[config.mk]
export PLATFORM = sky130hd
export DESIGN_NAME = fifo_flops_reader
export DESIGN_NICKNAME = d
export VERILOG_FILES = /design/src/rtl/fifo_flops.sv
export SDC_FILE = /design/constraint.sdc
export NUM_CORES = 1
export LEC_CHECK = 0
export ABC_AREA = 1
export CAP_MARGIN = 30
export CORE_ASPECT_RATIO = 1.75
export CORE_UTILIZATION = 35
export CTS_CLUSTER_DIAMETER = 40
export DETAILED_ROUTE_END_ITERATION = 16
export HOLD_SLACK_MARGIN = 0.15
export MAX_ROUTING_LAYER = met4
export PLACE_DENSITY_LB_ADDON = 0.08
export SETUP_SLACK_MARGIN = 0.3
export SLEW_MARGIN = 20
export SYNTH_ARGS = -nofsm -noshare
export SYNTH_HDL_FRONTEND = slang
export SYNTH_SLANG_ARGS = --single-unit
export TNS_END_PERCENT = 1
[constraint.sdc]
create_clock -name clk -period 1.45 [get_ports clk]
set_input_delay 0.29 -clock clk [delete_from_list [all_inputs] [get_ports clk]]
set_output_delay 0.29 -clock clk [all_outputs]
set_load 0.005 [all_outputs]
[src/rtl/fifo_flops.sv]
// fifo_flops_reader: read-side controller for fifo_flops.
// Drains the FIFO through pop/pndng/Dout into a 2-entry skid buffer and
// presents the head word on a valid/ready stream. pop never depends on
// out_ready, so there is no combinational path from downstream to the FIFO.
// Optional statistics (word count and running XOR of popped words) are
// compiled in when the macro FIFO_RD_STATS_EN is defined.
module fifo_flops_reader #(
  parameter int bits  = 16,
  parameter int cnt_w = 32
) (
  input  logic            clk,
  input  logic            rst,
  input  logic            rd_en,
  input  logic            pndng,
  input  logic [bits-1:0] Dout,
  output logic            pop,
  output logic [bits-1:0] out_data,
  output logic            out_valid,
  input  logic            out_ready
`ifdef FIFO_RD_STATS_EN
  ,
  output logic [cnt_w-1:0] rd_count,
  output logic [bits-1:0]  rd_xor
`endif
);

  typedef enum logic [1:0] {
    EMPTY = 2'd0,
    ONE   = 2'd1,
    TWO   = 2'd2
  } occ_t;

  occ_t            occ_q;
  logic [bits-1:0] entry0_q;
  logic [bits-1:0] entry1_q;
  logic            transfer;

  // Pop only when the buffer has a free slot; reset forces it low all cycle.
  assign pop       = rst & rd_en & pndng & (occ_q != TWO);
  assign out_valid = (occ_q != EMPTY);
  assign out_data  = entry0_q;
  assign transfer  = out_valid & out_ready;

  // Occupancy FSM: capture Dout into the first free slot, shift e1 to e0 on a transfer.
  always_ff @(posedge clk) begin
    if (!rst) begin
      occ_q    <= EMPTY;
      entry0_q <= '0;
      entry1_q <= '0;
    end else begin
      case (occ_q)
        EMPTY: begin
          if (pop) begin
            occ_q    <= ONE;
            entry0_q <= Dout;
          end
        end
        ONE: begin
          if (pop && transfer) begin
            entry0_q <= Dout;
          end else if (pop) begin
            occ_q    <= TWO;
            entry1_q <= Dout;
          end else if (transfer) begin
            occ_q <= EMPTY;
          end
        end
        TWO: begin
          if (transfer) begin
            occ_q    <= ONE;
            entry0_q <= entry1_q;
          end
        end
        default: begin
          occ_q <= EMPTY;
        end
      endcase
    end
  end

`ifdef FIFO_RD_STATS_EN
  logic [cnt_w-1:0] rdCount_q;
  logic [cnt_w-1:0] rdCount_d;
  logic [bits-1:0]  rdXor_q;
  logic [bits-1:0]  rdXor_d;

  assign rdCount_d = rdCount_q + cnt_w'(1);
  assign rdXor_d   = rdXor_q ^ Dout;
  assign rd_count  = rdCount_q;
  assign rd_xor    = rdXor_q;

  // Statistics follow every popped word on the same edge as its capture.
  always_ff @(posedge clk) begin
    if (!rst) begin
      rdCount_q <= '0;
      rdXor_q   <= '0;
    end else if (pop) begin
      rdCount_q <= rdCount_d;
      rdXor_q   <= rdXor_d;
    end
  end
`endif

endmodule
Word-level counts from Yosys, hierarchy flattened --
Cells that the tools add are included.
Word-level totals: register bits after elaboration 34, bits of input ports 21, word-level logic and storage cells 33
Cells by class: equal/unequal tests 8, muxes and demuxes 10, bitwise logic cells 5, reduce and logical (&&, ||, !) cells 7
Operators with widths (count):
- $mux W16 | 3
- $pmux W16 S3 | 1
- $mux W2 | 5
- $ne A2 B2 Y1 const B | 5
- $reduce_and A4 Y1 | 2
- $pmux W2 S3 | 1
- $and A1 B1 Y1 | 4
- $ne A3 B3 Y1 const B | 1
- $reduce_and A3 Y1 | 1
- $reduce_bool A3 Y1 | 1
- $eq A2 B1 Y1 const B | 1
- $eq A2 B2 Y1 const B | 1
- $logic_not A2 Y1 | 1
- $reduce_bool A2 Y1 | 1
- $logic_and A1 B1 Y1 | 1
- $not A1 Y1 | 1

Depth between registers and ports, before layout --
word-level depth 6, gate-level depth with buffers 9

Least setup slack after synthesis --
OpenSTA, ideal clock, no wires.
path type register to register, from register occ_q[0], to register entry0_q[0], in the netlist out_data[0], data arrival time 1022 ps, slack 313 ps, cell stages (with the launch flop) 8, buffers on the path 2, period minus slack after synthesis 1137 ps, path through dfxtp_1 -> inv_2 -> buf_6 -> nand2_8 -> nand2_8 -> buf_6 -> a21oi_1 -> nor2_1
Between the ends: cells in the longest elaborated chain, start to end 5
Ends and longest elaborated chain:
- from (decl) | line 33 | occ_t occ_q;
- from (signal assigned) | line 47 | occ_q <= EMPTY;
- from (signal assigned) | line 54 | occ_q <= ONE;
- from (signal assigned) | line 62 | occ_q <= TWO;
- $reduce_bool A2 Y1 (*) | line 40 | assign out_valid = (occ_q != EMPTY);
- via out_valid | line 18 | output logic out_valid,
- $and A1 B1 Y1 (*) | line 42 | assign transfer = out_valid & out_ready;
- $logic_and A1 B1 Y1 | line 59 | if (pop && transfer) begin
- $ne A2 B2 Y1 (no source line)
- $reduce_and A4 Y1 (no source line) (*)
- to (signal assigned) | line 55 | entry0_q <= Dout;
- to (signal assigned) | line 60 | entry0_q <= Dout;
- to (signal assigned) | line 71 | entry0_q <= entry1_q;
- to (decl) | line 34 | logic [bits-1:0] entry0_q;
Mark *: on every way through the listed nets, which the timed path passes. The rest lies on a longest branch. A chain may end at the register's enable or synchronous reset.

Final worst setup path --
from register occ_q[1], to output port out_valid
Between the ends: cells in the longest elaborated chain, start to end 1
Ends and longest elaborated chain (line):
- $reduce_bool A2 Y1 | 40
- to (decl) | 18
Every way passes these cells.

==> results_dict.tcl <==
set metrics [dict create \
    setup_viol 0 \
    cp-startpoint "occ_q[1]" \
    coreArea_mm2 0.00530 \
    seqPwrFrac_pct 47.1 \
    start_util_pct 36.7 \
    area_growth_pct 41.6 \
    grt_pass1_wl_um 6800 \
    fin_nets 347 \
    max_freq_mhz 728 \
    drv_slew 0 \
    cts_sinks 34 \
    fin_crit_ns 1.37 \
    synth.area.top_cells "dfxtp_1 (35%), nand2_1 (16%), nor2_1 (9.6%), buf_6 (6.9%), nand3_2 (6.7%)" \
    holdCritStartpoint "out_ready" \
    r2r-start "occ_q[1]" \
    clk_pin_slew_ns 0.07 \
    ant_nets 0 \
    vias_per_cell 4.22 \
    syn_avg_cell_area_um2 6.95 \
    antenna_cells 0 \
    worst_slew_pin_slew_ns 0.371 \
    die_x_um 58.4 \
    drt_pass1_iterations 4 \
    skew_ns 0.00506 \
    clockRootBuffer "clkbuf_8" \
    hold_path.class "in2reg" \
    synth_cells 280 \
    cts_made_buffers 5 \
    worstPathRequired_ns 1.16 \
    netlist.area_leader.share_pct 35.0 \
    syn_area_mm2 0.00195 \
    antenna_found_initial 0 \
    worstSkewPairLatency_ns 0.28 \
    combPwrFrac_pct 17.5 \
    finalSetupTns_ns 0 \
    ir_drop_mv 0.553 \
    final_util_pct 52.0 \
    rsz0062_at_grt "true" \
    power_density_mw_per_mm2 756 \
    run_status "complete, no violations" \
    internal-power_uw 1530 \
    drv_cap 0 \
    gp_congestion 0.748 \
    hpwl_um 2760 \
    arrival_ns 1.08 \
    gr-usage-all-layers_pct 15.6 \
    finalPower_uw 2080 \
    io_buffer_count 38 \
    ys_seq_area_share_pct 35.0 \
    ys_warn_count 0 \
    grt_pass1_vias 1506 \
    grt_max_degree 35 \
    yosys_most_used_dff "dfxtp_1" \
    async_flop_share_pct 0 \
    ctsLongestPathBuffers 2 \
    synth_edf_count 0 \
    drc 0 \
    period_share_pct 94.7 \
    vias 1691 \
    crit_fanout 3 \
    p_leak_uw 0.00149 \
    wl_per_cell_um 10.4 \
    holdBufCountCts 0 \
    first_iter_violations 47 \
    synth-seq-cells 34 \
    cts_tree "yes" \
    dieArea_mm2 0.00587 \
    die_height_um 101 \
    crit_path_end_kind "output port" \
    drt_wl_total_um 4160 \
    startpoint_type "register" \
    slew_headroom_pct 75.3 \
    yosysUniqueCellTypes 20 \
    drive_above_1_share_pct 30.6 \
    pwr-share-clk_pct 35.4 \
    hold_viol_final 0 \
    yosysTopAreaCell "dfxtp_1" \
    io_pins 39 \
    path_class "reg2out" \
    overflow 0 \
    p_sw_uw 552 \
    swShare_pct 26.5 \
    cts.htree.levels 2 \
    rows 35 \
    syn-num-nets 301 \
]
## power by group through the flow
stage	registers (µW)	clock network, µW	logic, µW
finish	983	738	364
global route	985	799	402
CTS	981	769	337
detailed placement	1000	0	339
global placement	1000	0	338
floorplan	1010	0	186
## worst max-delay path, cell delays in order (launching register included)
cell and delay, ns:
dfxtp_4 0.35, inv_2 0.12, nand2_8 0.07, dlygate4sd2_1 0.26
## final timing paths
kind / to / slack, ns / depth (start not counted)
hold reg to reg: out_data[5] / 0.45 / 2
setup reg to reg: out_data[9] / 0.12 / 10
hold / removal: occ_q[1] / 0.40 / 5
setup / recovery: out_valid / 0.08 / 3
## final cells by class
type / count / area, µm²
clock buffer: 6 / 82.6
clock inverter: 2 / 12.5
fill: 559 / 2540
inverter: 36 / 140
multi-input combinational: 192 / 1100
sequential: 34 / 693
tap: 74 / 92.6
timing repair buffer: 57 / 632
## per-layer routing
metal	vias to the layer above	part of all wire (%)	global-route usage (%)
li1	939	-	-
met1	719	45	19.2
met2	27	50	24.9
met3	6	2.8	2.82
met4	0	1.7	6.59
met5	-	0	-
## sequential cells by signal, indices dropped and copies added, names as in the netlist
signal / count
occ_q: 2
entry1_q: 16
out_data: 16
## what timing repair did
action	4_1_cts	5_1_grt
gates resized for setup	20	82
setup buffers	2	0
setup endpoints to repair	52	52
pin swaps	0	31
## cell usage in the layout (no fill, tap or decap), types with 3 or more instances in the layout
master	synthesis	final
nand2_1	82	63
nor2_1	50	50
inv_1	34	26
dfxtp_1	34	26
nand3_2	13	16
clkdlybuf4s50_1	0	16
nand3_1	19	14
dlymetal6s2s_1	0	14
a21oi_1	18	13
nand2_2	1	13
buf_4	4	10
inv_2	2	9
dfxtp_2	0	7
buf_12	1	7
nand2_4	1	6
clkbuf_8	0	6
a21oi_2	0	5
nand3_4	2	4
nand2_8	2	4
clkbuf_2	0	3
clkdlybuf4s15_1	0	3
## cell families after synthesis
group / synth area share, %
compound gates: 5.27
flops: 35.0
buf+inv: 16.7
simple gates: 43.0
## through the flow
stage / setup slack (ns) / cells / instance area, µm² / hold slack (ns)
floorplan: 0.313 / 280 / 1950 / 0.425
global placement: -0.379 / 391 / 2420 / 0.461
detailed placement: -0.363 / 391 / 2420 / 0.467
CTS: 0.0356 / 401 / 2540 / 0.479
global route: 0.0391 / 401 / 2760 / 0.456
finish: 0.0763 / 401 / 2760 / 0.396
## Yosys cell counts, types with 2 or more instances
library cell  instances
a21oi_1              18
buf_4                 4
buf_6                12
dfxtp_1              34
inv_1                34
inv_2                 2
nand2_1              82
nand2_8               2
nand3_1              19
nand3_2              13
nand3_4               2
nor2_1               50
(Power assumes the default switching activity.)
